File: src/rtl/add_sub_pkg.sv
// add_sub_pkg: op encodings and op-decoding helpers shared by the add/sub pipeline
package add_sub_pkg;
    typedef enum logic [1:0] {
        OP_ADD  = 2'b00,
        OP_SUB  = 2'b01,
        OP_ADDS = 2'b10,
        OP_SUBS = 2'b11
    } op_e;

    function automatic logic is_sub(input logic [1:0] o);
        return o == OP_SUB || o == OP_SUBS;
    endfunction

    function automatic logic is_sat(input logic [1:0] o);
        return o == OP_ADDS || o == OP_SUBS;
    endfunction
endpackage

File: src/rtl/add_sub_pipe_if.sv
// add_sub_pipe_if: operand/result valid-ready bus of add_sub_pipe
// Ports (signals): in_valid/in_ready/x/y/op operand beat; out_valid/out_ready/z/carry/ovf/zero/neg result beat.
// master = operand producer and result consumer; slave = the pipeline.
interface add_sub_pipe_if #(parameter int WIDTH = 32) ();
    logic             in_valid;
    logic             in_ready;
    logic [WIDTH-1:0] x;
    logic [WIDTH-1:0] y;
    logic [1:0]       op;
    logic             out_valid;
    logic             out_ready;
    logic [WIDTH-1:0] z;
    logic             carry;
    logic             ovf;
    logic             zero;
    logic             neg;

    modport master (
        output in_valid, x, y, op, out_ready,
        input  in_ready, out_valid, z, carry, ovf, zero, neg
    );
    modport slave (
        input  in_valid, x, y, op, out_ready,
        output in_ready, out_valid, z, carry, ovf, zero, neg
    );
endinterface

File: src/rtl/add_sub_stage.sv
// add_sub_stage: half-width adder with carry in/out feeding a registered valid/ready slice
// Ports: clk, rst (async, active-high); in_valid/in_ready with a, b, cin, din (side payload);
// out_valid/out_ready with registered sum, cout, dout.
module add_sub_stage #(
    parameter int W  = 16,
    parameter int DW = 1
) (
    input  logic          clk,
    input  logic          rst,
    input  logic          in_valid,
    output logic          in_ready,
    input  logic [W-1:0]  a,
    input  logic [W-1:0]  b,
    input  logic          cin,
    input  logic [DW-1:0] din,
    output logic          out_valid,
    input  logic          out_ready,
    output logic [W-1:0]  sum,
    output logic          cout,
    output logic [DW-1:0] dout
);
    logic [W:0] s;

    assign s        = {1'b0, a} + {1'b0, b} + {{W{1'b0}}, cin};
    // load when empty or when the held beat leaves this cycle
    assign in_ready = !out_valid || out_ready;

    always_ff @(posedge clk or posedge rst) begin
        if (rst) begin
            out_valid <= 1'b0;
            sum       <= '0;
            cout      <= 1'b0;
            dout      <= '0;
        end else begin
            if (in_ready) out_valid <= in_valid;
            if (in_valid && in_ready) {cout, sum, dout} <= {s, din};
        end
    end
endmodule

File: src/rtl/add_sub_pipe.sv
// add_sub_pipe: two-stage pipelined add/subtract with optional signed saturation
// Ports: clk, rst (async, active-high); bus (add_sub_pipe_if.slave): operand beat x, y, op in,
// result beat z with carry (carry-out / no-borrow), ovf (unsaturated signed overflow), zero, neg out.
module add_sub_pipe
    import add_sub_pkg::*;
#(
    parameter int WIDTH  = 32,
    parameter bit SAT_EN = 1
) (
    input  logic              clk,
    input  logic              rst,
    add_sub_pipe_if.slave     bus
);
    localparam int H = WIDTH / 2;

    logic             sub;
    logic [WIDTH-1:0] yb;
    logic             s1_valid, s2_ready, s1_c, s2_c, v, xs, ys, sat_op, ovf_raw;
    logic [H-1:0]     s1_lo, s2_hi;
    logic [2*H:0]     s1_d;
    logic [H+2:0]     s2_d;
    logic [WIDTH-1:0] raw, zf;

    // subtraction is x + ~y + 1: invert y here, inject the +1 as the low-half carry-in
    assign sub = is_sub(bus.op);
    assign yb  = sub ? ~bus.y : bus.y;

    add_sub_stage #(.W(H), .DW(2*H+1)) u_s1 (
        .clk       (clk),
        .rst       (rst),
        .in_valid  (bus.in_valid),
        .in_ready  (bus.in_ready),
        .a         (bus.x[H-1:0]),
        .b         (yb[H-1:0]),
        .cin       (sub),
        .din       ({is_sat(bus.op), bus.x[WIDTH-1:H], yb[WIDTH-1:H]}),
        .out_valid (s1_valid),
        .out_ready (s2_ready),
        .sum       (s1_lo),
        .cout      (s1_c),
        .dout      (s1_d)
    );

    // stage 2 carries the operand sign bits forward for the overflow test
    add_sub_stage #(.W(H), .DW(H+3)) u_s2 (
        .clk       (clk),
        .rst       (rst),
        .in_valid  (s1_valid),
        .in_ready  (s2_ready),
        .a         (s1_d[2*H-1:H]),
        .b         (s1_d[H-1:0]),
        .cin       (s1_c),
        .din       ({s1_d[2*H], s1_d[2*H-1], s1_d[H-1], s1_lo}),
        .out_valid (v),
        .out_ready (bus.out_ready),
        .sum       (s2_hi),
        .cout      (s2_c),
        .dout      (s2_d)
    );

    assign sat_op  = s2_d[H+2];
    assign xs      = s2_d[H+1];
    assign ys      = s2_d[H];
    assign raw     = {s2_hi, s2_d[H-1:0]};
    assign ovf_raw = (xs == ys) && (raw[WIDTH-1] != xs);
    // on overflow the true result has the sign of x: clamp toward it
    assign zf      = (SAT_EN && sat_op && ovf_raw) ? {xs, {(WIDTH-1){!xs}}} : raw;

    // outputs are only meaningful with a valid beat; gating keeps them zero in and after reset
    assign bus.out_valid = v;
    assign bus.z         = v ? zf : '0;
    assign bus.carry     = v && s2_c;
    assign bus.ovf       = v && ovf_raw;
    assign bus.zero      = v && (zf == '0);
    assign bus.neg       = v && zf[WIDTH-1];
endmodule

File: src/flat_wrapper.sv
// flat-port wrapper written by rule: the top's interface ports become plain ports
module add_sub_pipe_flat import add_sub_pkg::*;
#(
    parameter int WIDTH  = 32,
    parameter bit SAT_EN = 1
)
  (clk, rst, bus_in_valid, bus_x, bus_y, bus_op, bus_out_ready, bus_in_ready, bus_out_valid, bus_z, bus_carry, bus_ovf, bus_zero, bus_neg);
  add_sub_pipe_if #(.WIDTH(WIDTH)) bus_i ();
  input  logic clk;
  input  logic rst;
  input wire logic [$bits(bus_i.in_valid)-1:0] bus_in_valid;
  input wire logic [$bits(bus_i.x)-1:0] bus_x;
  input wire logic [$bits(bus_i.y)-1:0] bus_y;
  input wire logic [$bits(bus_i.op)-1:0] bus_op;
  input wire logic [$bits(bus_i.out_ready)-1:0] bus_out_ready;
  output wire logic [$bits(bus_i.in_ready)-1:0] bus_in_ready;
  output wire logic [$bits(bus_i.out_valid)-1:0] bus_out_valid;
  output wire logic [$bits(bus_i.z)-1:0] bus_z;
  output wire logic [$bits(bus_i.carry)-1:0] bus_carry;
  output wire logic [$bits(bus_i.ovf)-1:0] bus_ovf;
  output wire logic [$bits(bus_i.zero)-1:0] bus_zero;
  output wire logic [$bits(bus_i.neg)-1:0] bus_neg;
  assign bus_i.in_valid = bus_in_valid;
  assign bus_i.x = bus_x;
  assign bus_i.y = bus_y;
  assign bus_i.op = bus_op;
  assign bus_i.out_ready = bus_out_ready;
  assign bus_in_ready = bus_i.in_ready;
  assign bus_out_valid = bus_i.out_valid;
  assign bus_z = bus_i.z;
  assign bus_carry = bus_i.carry;
  assign bus_ovf = bus_i.ovf;
  assign bus_zero = bus_i.zero;
  assign bus_neg = bus_i.neg;
  add_sub_pipe #(.WIDTH(WIDTH), .SAT_EN(SAT_EN)) u_core (.clk(clk), .rst(rst), .bus(bus_i));
endmodule
File: config.mk
export PLATFORM = sky130hd
export DESIGN_NAME = add_sub_pipe_flat
export DESIGN_NICKNAME = d
export VERILOG_FILES = /design/src/rtl/add_sub_pkg.sv /design/src/rtl/add_sub_pipe_if.sv /design/src/rtl/add_sub_stage.sv /design/src/rtl/add_sub_pipe.sv /design/src/flat_wrapper.sv
export SDC_FILE = /design/constraint.sdc
export NUM_CORES = 1
export LEC_CHECK = 0
export CAP_MARGIN = 20
export CORE_MARGIN = 4
export CORE_UTILIZATION = 54
export CTS_BUF_LIST = sky130_fd_sc_hd__clkbuf_2 sky130_fd_sc_hd__clkbuf_4 sky130_fd_sc_hd__clkbuf_8
export CTS_CLUSTER_DIAMETER = 150
export DETAILED_ROUTE_END_ITERATION = 8
export PLACE_DENSITY = 0.85
export SETUP_SLACK_MARGIN = 0.4
export SLEW_MARGIN = 20
export SYNTH_ARGS = -nofsm -noshare
export SYNTH_HDL_FRONTEND = slang
export SYNTH_SLANG_ARGS = --single-unit
File: constraint.sdc
create_clock -name clk -period 3.6 [get_ports clk]
set_clock_uncertainty 0.05 [all_clocks]
set_input_delay 0.36 -clock clk [delete_from_list [all_inputs] [get_ports clk]]
set_output_delay 0.36 -clock clk [all_outputs]
set_load 0.01 [all_outputs]
# Word-level counts from Yosys, hierarchy flattened
# Index checks and enable logic that the tools add are counted.
# word_totals
register_bits	88
in_bits	70
out_inout_bits	38
word_cells	37
# classes
add_sub_neg	4
n_eq_ne	5
n_mux	3
n_bitwise	1
reduce_logical	16
# op_table
cell	count
$mux W32	3
$add A16 B16 Y17	2
$add A17 B1 Y17	2
$logic_not A32 Y1	1
$not A32 Y32	1
$logic_and A1 B1 Y1	8
$eq A2 B2 Y1 const B	2
$logic_or A1 B1 Y1	4
$logic_not A1 Y1	3
$eq A2 B1 Y1 const B	1
$eq A1 B1 Y1	1
$ne A1 B1 Y1	1

# Logic depth before layout (Yosys ltp)
# Gate-level depths: netlist (run 1).
# logic_depth
ltp_word	6
ltp_mapped	11
mapped_depth_nobuf	9

# Modules after synthesis
# From an unflattened synthesis (run 1), not the netlist that was laid out.
# hier_totals
cells_unflattened	708
hier_area_um2	5938.2
# modules_own_cells
module	instances	cells_per_inst	area_per_inst_um2	seq_area_each_um2
add_sub_stage (u_core.u_s1)	1	298	2646.3	1276.2
add_sub_stage (u_core.u_s2)	1	239	2127.0	925.9
add_sub_pipe	1	171	1164.9	0.0

# Worst setup path after synthesis (run 1)
# No wires, ideal clock.
# synth_timing
path_kind	input to register
start	in bus_op[0]
end	reg u_core.u_s1.sum[12]
setup_ns	0.069
t_arrival_ns	2.674
required_ns	3.481
slack_ns	0.808
path_stages	10
path_buffers	2
path_cell_list	buf_2 > clkbuf_1 > xor2_1 > ha_1 > a211oi_2 > o21ai_1 > nor2b_4 > or3_4 > or4_1 > nand3_1
# synth_via
elab_chain_len	5
elab_cells_between_ends	6
classes_between	add/sub: 2; eq/ne: 2; mux: 1; reduce/logical: 1
# synth_lines
item	line	rtl
start: declaration	flat_wrapper.sv:14	input wire logic [$bits(bus_i.op)-1:0] bus_op;
$eq A2 B1 Y1 / $eq A2 B2 Y1 (equally long branches)	add_sub_pkg.sv:11	return o == OP_SUB || o == OP_SUBS;
$logic_or A1 B1 Y1 (*)	add_sub_pkg.sv:11	
$mux W32	add_sub_pipe.sv:26	assign yb = sub ? ~bus.y : bus.y;
$add A16 B16 Y17	add_sub_stage.sv:24	assign s = {1'b0, a} + {1'b0, b} + {{W{1'b0}}, cin};
$add A17 B1 Y17 (*)	add_sub_stage.sv:24	
end signal: assignment	add_sub_stage.sv:36	if (in_valid && in_ready) {cout, sum, dout} <= {s, din};
end: declaration	add_sub_stage.sv:18	output logic [W-1:0] sum,
# Every way passes the cells marked *; elsewhere a longest branch is shown, timed or not.
# A chain may end at the register's enable or synchronous reset.

# Worst setup path in the final report (run 1)
# layout_timing
start	reg u_core.u_s2.dout[16]
end	out bus_z[2]
# layout_via
elab_chain_len	5
# layout_lines
item	line	rtl
start: declaration	add_sub_stage.sv:20	output logic [DW-1:0] dout
start signal: assignment	add_sub_stage.sv:36	
$eq A1 B1 Y1	add_sub_pipe.sv:65	assign ovf_raw = (xs == ys) && (raw[WIDTH-1] != xs);
$logic_and A1 B1 Y1	add_sub_pipe.sv:65	
$logic_and A1 B1 Y1	add_sub_pipe.sv:67	assign zf = (SAT_EN && sat_op && ovf_raw) ? {xs, {(WIDTH-1){!xs}}} : raw;
$mux W32	add_sub_pipe.sv:67	
$mux W32	add_sub_pipe.sv:71	assign bus.z = v ? zf : '0;
end: declaration	flat_wrapper.sv:18	output wire logic [$bits(bus_i.z)-1:0] bus_z;
# Every way passes these cells.

==> summary.md, run 1 <==
| Metric | Value |
|---|---|
| Syn Nets | 727 |
| Peak supply drop | 0.243 mV |
| Synth area leader | dfrtp_1 |
| Via count | 4777 |
| Clock Latency Late Sink | 360 ps |
| RSZ-0062 raised after global routing | no |
| Min-delay worst type | input pin to asynchronous set/reset pin |
| IO Count | 108 |
| Crit path time final | 2870 ps |
| Pin count of the biggest net entering global routing | 51 |
| Tot GR Track Use | 23.9% |
| Total negative setup slack | 0 ps |
| CP Cell Sequence | nand2b_1 -> o22ai_1 -> nand2_1 -> or2_4 -> a21boi_0 -> clkdlybuf4s50_1 |
| Top FF cell, synth | dfrtp_1 |
| Most numerous cell in the Yosys netlist | nand2_1 |
| CP required | 3190 ps |
| Num CTS Buffers | 9 |
| Synth Instances | 623 |
| Top cell family by delay on the critical path | simple AND/OR/NAND/NOR gates |
| Mapped Avg Cell Area | 8.94 sq um |
| F_max | 349 MHz |
| Max Transition Viols Final | 0 |
| Clock-pin transition on the worst setup and hold timing paths | 80 ps |
| Die H | 110 um |
| Die area | 12000 sq um |
| Worst-Margin Slew | 704 ps |
| GRT overflow | 0 |
| Worst path bufs/invs | 1 |
| Data arrival time of the worst path | 2460 ps |
| Reg-to-Reg End | u_core.u_s2.sum[12] |
| CTS Sinks | 88 |
| Crit path max fanout | 27 |
| Root buf cell | clkbuf_8 |
| Core area | 9910 sq um |
| Total power | 3.88 mW |
| DRC Markers | 0 |
| Crit end category | output pin |
| Final setup viols | 0 |
| DP HPWL | 10600 um |
| Crit start category | flop |
| Initial Util | 56.2% |
| Vias per cell | 5.58 |
| Post-synth top cells | nand2_1, dfrtp_1, o21ai_0 |
| Syn Std Cell Area | 5570 sq um |
| Share of the synthesized area in the top cell type | 39.6% |
| Max incr delay on CP | 570 ps |
| Fillers | 784 |
| Drt pass-1 iters | 8 |
| # nets final | 822 |
| RR Startpoint | u_core.u_s1.dout[0] |
| First DRT Iteration DRCs | 275 |
| Total wire length | 13800 um |
| Gp weighted congestion | 0.946 |
| WS Path Type | flop to output pin |
| Relative slew slack | 53.0% |
| Routed WL per cell | 16.1 um |
| Die W | 110 um |
| Max_cap viols | 0 |
| Bufs on Longest Clock Path | 2 |
| EDFF count, synth | 0 |
| Pwr dens | 560 nW/um^2 |
| First-pass GRT wire length | 22500 um |
| Tcrit/Tclk final | 79.6% |
| CTS tree | yes |
| Port Buffers | 107 |
| Critical-path top delay cell | clkdlybuf4s50_1 |
| Area growth syn-to-layout | 24.6% |
| Synth top area cells | dfrtp_1, nand2_1, ha_1 |
| Distinct cells, synth | 54 |
| Initial antenna violation count | 0 |
| Vias in the first global route | 4617 |
| Worst reg2reg setup slack | 860 ps |
| Sequential-to-total area share from yosys stat | 39.6% |
| Antenna Nets Post-Route | 0 |
| Hold Vio Cnt, Final | 0 |
| CTS H-tree depth | 3 |
| # diodes | 0 |
| Setup Fix Bufs, Post-CTS | 0 |
| Yosys reg bits | 88 |
| Share of cells above drive strength 1 | 8.58% |
| Synth warn | 0 |
| P_leak | 3.11 nW |
| Site row count | 36 |
| FF-to-FF path depth | 8 |
| Post-synth ARST share | 100% |
| Status | completed |
==> area by class of cell <==
class / count / area, sq um / area share [%]
clock buffers: 14 / 180 / 2.60
clock inverters: 2 / 12.5 / 0.180
inverters: 21 / 80.1 / 1.15
multi-input cells: 483 / 3170 / 45.7
flip-flops and latches: 88 / 2200 / 31.7
well taps: 133 / 166 / 2.40
repair buffers: 115 / 1130 / 16.2
==> power by group <==
group          leakage (nW)  total, mW  internal [mW]  switching (mW)
clock                0.0995      0.661          0.322           0.339
sequential             1.07       1.50           1.26           0.240
combinational          1.94       1.73          0.871           0.855
total                  3.11       3.88           2.45            1.43
==> cell families after synthesis <==
logic type | synth area share, %
fa+ha+maj | 8.04
flops | 39.6
buf+inv | 3.60
mux | 4.45
compound gates | 18.9
xor+xnor | 7.71
simple gates | 17.7
==> layout by cell type, fill, tap and decap left out, types with 4 or more instances in the layout <==
cell type / n
o31ai_1: 6
xnor2_1: 25
xor2_1: 24
nand4_1: 6
dfrtp_1: 88
a211oi_1: 8
mux2_2: 22
o21ai_0: 49
o21a_1: 4
inv_1: 20
o21ai_1: 7
nand3_1: 11
a21boi_1: 20
nand2_1: 135
a21boi_0: 9
buf_4: 8
clkdlybuf4s50_1: 106
ha_1: 31
and3_1: 4
and2_1: 7
a21o_1: 8
nor2_1: 17
nor4_1: 10
nand2b_1: 7
a21oi_1: 25
a31oi_1: 6
clkbuf_8: 12
==> worst reg2reg max path, stage by stage (launching register included) <==
cell	delay (ps)
dfrtp_1	410
fa_1	490
fa_1	450
a211oi_1	290
nor2_1	130
o21ai_1	320
o21bai_1	170
xnor2_1	180
o21ai_0	110
==> metal layers <==
layer  share of wire, %  track usage (%)  vias to the layer above
li1                   -                -                     2352
met1                 45             33.9                     2205
met2                 47             38.4                      187
met3                6.2             3.11                       33
met4                2.0             7.21                        0
met5                  0                0                        -
==> through the flow <==
stage | std cells | setup slack (ps) | cell area [sq um] | util [%] | hold WS (ps)
after floorplan | 623 | 808 | 5570 | - | 391
after CTS | 856 | 503 | 6940 | 70.0 | 381
final | 856 | 733 | 6940 | 70.0 | 353
after global placement | 840 | 713 | 6740 | 68.0 | 410
after global routing | 856 | 550 | 6940 | 70.0 | 412
after detailed placement | 840 | 610 | 6740 | 68.0 | 418
==> state kept, by name (all words and copies together), names as in the netlist <==
name                   cells
u_core.u_s1.cout           1
u_core.u_s1.dout          33
u_core.u_s1.out_valid      1
u_core.u_s1.sum           16
u_core.u_s2.cout           1
u_core.u_s2.dout          19
u_core.u_s2.out_valid      1
u_core.u_s2.sum           16
==> worst max path at each step <==
stage / from / to / slack, ps / cells after the start
finish: u_core.u_s2.dout[16] / bus_z[2] / 730 / 6
global route: u_core.u_s2.dout[16] / bus_z[1] / 550 / 6
CTS: u_core.u_s2.dout[16] / bus_z[2] / 500 / 6
detailed placement: bus_y[0] / u_core.u_s1.sum[12] / 610 / 10
global placement: bus_y[0] / u_core.u_s1.sum[12] / 710 / 10
floorplan: bus_op[0] / u_core.u_s1.sum[12] / 810 / 10
==> repair_timing <==
item | CTS | global route
hold buffers | 0 | 0
resized for setup | 0 | 2
setup endpoints to repair | 0 | 22
Note: power is estimated with default switching activity, not from simulation.
==> inputs of run 2 (changes only) <==
Settings changed: CORE_UTILIZATION 54 to 49, PLACE_DENSITY 0.85 to 0.81.
Clock period 3.6 ns to 2.6 ns, I/O delays scaled along.
==> run 2 against run 1 <==
Final cell count increased by 6.2%. Largest cell class unchanged. Critical endpoint is now u_core.u_s2.sum[14]. Critical path type is now flop to flop. Via count increased by 6.1%. Highest routed layer unchanged. Register-to-register slack got worse by 650 ps.
==> summary.md, run 2 (same netlist as run 1, synthesis figures left out) <==
| Metric | Value |
|---|---|
| IO Count | 108 (unchanged) |
| Core area | 11000 sq um (+11%) |
| FF-to-FF path depth | 8 (unchanged) |
| Critical-path top delay cell | dfrtp_1 |
| Die H | 115 um (+4.6%) |
| Top cell family by delay on the critical path | compound AO/OA/AOI/OAI gates |
| Worst Setup SP | u_core.u_s1.cout |
| P_leak | 3.47 nW (+12%) |
| Hold WS | 315 ps (-38.1 ps) |
| CTS Sinks | 88 (unchanged) |
| Crit path max fanout | 4 (-85%) |
| Worst-Margin Slew | 462 ps (-241 ps) |
| Area growth syn-to-layout | 34.9% |
| Die area | 13100 sq um (+9.4%) |
| Data arrival time of the worst path | 2610 ps (+150 ps) |
| Switching power | 2.18 mW (+52%) |
| CP Cell Sequence | fa_2 -> fa_2 -> a211oi_2 -> nor2_2 -> o211ai_1 -> a21oi_2 -> o21a_1 -> o31ai_1 |
| Antenna Nets Post-Route | 0 (unchanged) |
| Crit path time final | 2390 ps |
| Vias per cell | 5.58 (about the same) |
| CTS tree | yes |
| Most common cell after layout, fill and taps aside | nand2_1 |
| Logic pwr share | 44.3% (about the same) |
| Initial Util | 50.7% (-5.5 points) |
| CP most frequent cell | fa_2 |
| Relative slew slack | 69.2% (+16 points) |
| Sequential share of power | 35.9% (-2.6 points) |
| Root buf cell | clkbuf_8 |
| Num CTS Buffers | 9 (unchanged) |
| Share of cells above drive strength 1 | 25.1% (+17 points) |
| Worst path bufs/invs | 0 (-1) |
| Total wire length | 15000 um (+8.6%) |
| Clock Latency Late Sink | 360 ps (about the same) |
| Switching share of power | 37.3% (+0.39 points) |
| # nets final | 868 (+5.6%) |
| First-pass GRT wire length | 23600 um (+4.7%) |
| Crit path to | u_core.u_s2.sum[14] |
| Hold Vio Cnt, Final | 0 (unchanged) |
| Bufs on Longest Clock Path | 2 (unchanged) |
| Max_cap viols | 0 (unchanged) |
| DP Cell Count | 868 (+3.3%) |
| Pwr dens | 778 nW/um^2 (+39%) |
| First DRT Iteration DRCs | 368 (+34%) |
| Max incr delay on CP | 410 ps (-160 ps) |
| Site row count | 38 (+5.6%) |
| RSZ-0062 raised after global routing | yes |
| Peak supply drop | 0.373 mV (+54%) |
| Post-route setup slack | 215 ps (-518 ps) |
| Crit end category | flop |
| Crit start category | flop |
| Leading cell types in the layout, fill and taps excluded | nand2_1, dfrtp_1, clkdlybuf4s50_1, buf_4, o21ai_0 |
| Routed WL per cell | 16.5 um (+2.3%) |
| Drt pass-1 iters | 7 (-1) |
| Int Power | 3.66 mW (+50%) |
| Max FFs per register | 33 (unchanged) |
| WS Path Type | flop to flop |
| Clock-pin transition on the worst setup and hold timing paths | 80 ps (about the same) |
| F_max | 419 MHz |
| Final setup viols | 0 (unchanged) |
| GRT overflow | 0 (unchanged) |
| Reg-to-Reg End | u_core.u_s2.sum[14] |
| Top Registers | u_core.u_s1.dout x33, u_core.u_s2.dout x19 |
| CTS Hold Bufs | 0 (unchanged) |
| Gp weighted congestion | 0.897 (-5.2%) |
| Post-Layout Cell Count | 909 (+6.2%) |
| Pre-CTS WS | -165 ps (-775 ps) |
| Vias in the first global route | 4968 (+7.6%) |
| Clock share of power | 19.7% (+2.7 points) |
| Fillers | 837 (+6.8%) |
| Die W | 115 um (+4.6%) |
| Via count | 5070 (+6.1%) |
| DP HPWL | 10500 um (-0.76%) |
| Max Transition Viols Final | 0 (unchanged) |
| CTS H-tree depth | 3 (unchanged) |
| Tot GR Track Use | 22.2% (-1.6 points) |
| Biggest register | u_core.u_s1.dout |
| Min-delay worst type | input pin to asynchronous set/reset pin |
| RR Startpoint | u_core.u_s1.cout |
| # diodes | 0 (unchanged) |
| Worst reg2reg setup slack | 210 ps (-650 ps) |
| Tcrit/Tclk final | 91.7% |
| CP required | 2820 ps (-370 ps) |
| Stages on worst setup path | 8 (+2) |
| Status | completed |
| DRC Markers | 0 (unchanged) |
| Initial antenna violation count | 0 (unchanged) |
| Pin count of the biggest net entering global routing | 89 (+75%) |
| Port Buffers | 107 (unchanged) |
==> run 2: what timing repair did <==
action | in CTS | in global routing
hold endpoints to repair | 0 | 0
setup endpoints to repair | 45 | 52
buffers inserted | 16 | 6
cloned | 2 | 1
gates resized for setup | 102 | 92
pin swaps | 25 | 24
==> run 2: worst min-delay path by stage <==
stage / slack, ps / end / start / cells after the start
after floorplan: 320 / u_core.u_s1.dout[16] / bus_x[16] / 2
after global placement: 410 / u_core.u_s1.sum[2] / u_core.u_s1.sum[2] / 2
after detailed placement: 420 / u_core.u_s1.sum[4] / u_core.u_s1.sum[4] / 2
after CTS: 330 / u_core.u_s2.dout[8] / rst / 3
after global routing: 370 / u_core.u_s1.dout[25] / bus_x[25] / 3
final: 310 / u_core.u_s2.dout[8] / rst / 3
==> run 2: area by class of cell <==
| type | instances | area (sq um) | area share [%] |
|---|---|---|---|
| Timing Repair Buffer | 159 | 1340 | 17.8 |
| Sequential cell | 88 | 2200 | 29.3 |
| Tap cell | 140 | 175 | 2.33 |
| Multi-Input combinational cell | 485 | 3460 | 46.1 |
| Clock buffer | 13 | 154 | 2.05 |
| Inverter | 21 | 82.6 | 1.10 |
| Clock inverter | 3 | 90.1 | 1.20 |
==> run 2: per-layer routing <==
metal  global-route usage [%]  vias to the layer above  wire (um)
li1                         -                     2445          -
met3                     4.81                       32       1220
met1                     29.9                     2400       6380
met2                     35.9                      193       7060
met4                     7.13                        0        318
met5                        0                        -          0
==> run 2: metrics by stage <==
| stage | utilization [%] | power, mW | area (sq um) | setup TNS [ps] |
|---|---|---|---|---|
| floorplan | - | 3.47 | 5670 | 0 |
| global placement | 63.5 | 4.41 | 6980 | -259 |
| detailed placement | 63.5 | 4.51 | 6980 | -466 |
| CTS | 67.2 | 5.65 | 7380 | 0 |
| global route | 68.4 | 6.20 | 7510 | 0 |
| finish | 68.4 | 5.84 | 7510 | 0 |
==> run 2: tightest hold or removal path: cells and delay by family <==
family	cells	cell delay, ps
buffers and inverters	3	900
==> run 2: power by group through the flow <==
stage               Sequential [mW]  Combinational (mW)  Clock [mW]
global placement               2.06                2.35           0
detailed placement             2.08                2.43           0
floorplan                      1.96                1.51           0
CTS                            2.06                2.42        1.17
global route                   2.13                2.85        1.22
finish                         2.10                2.59        1.15
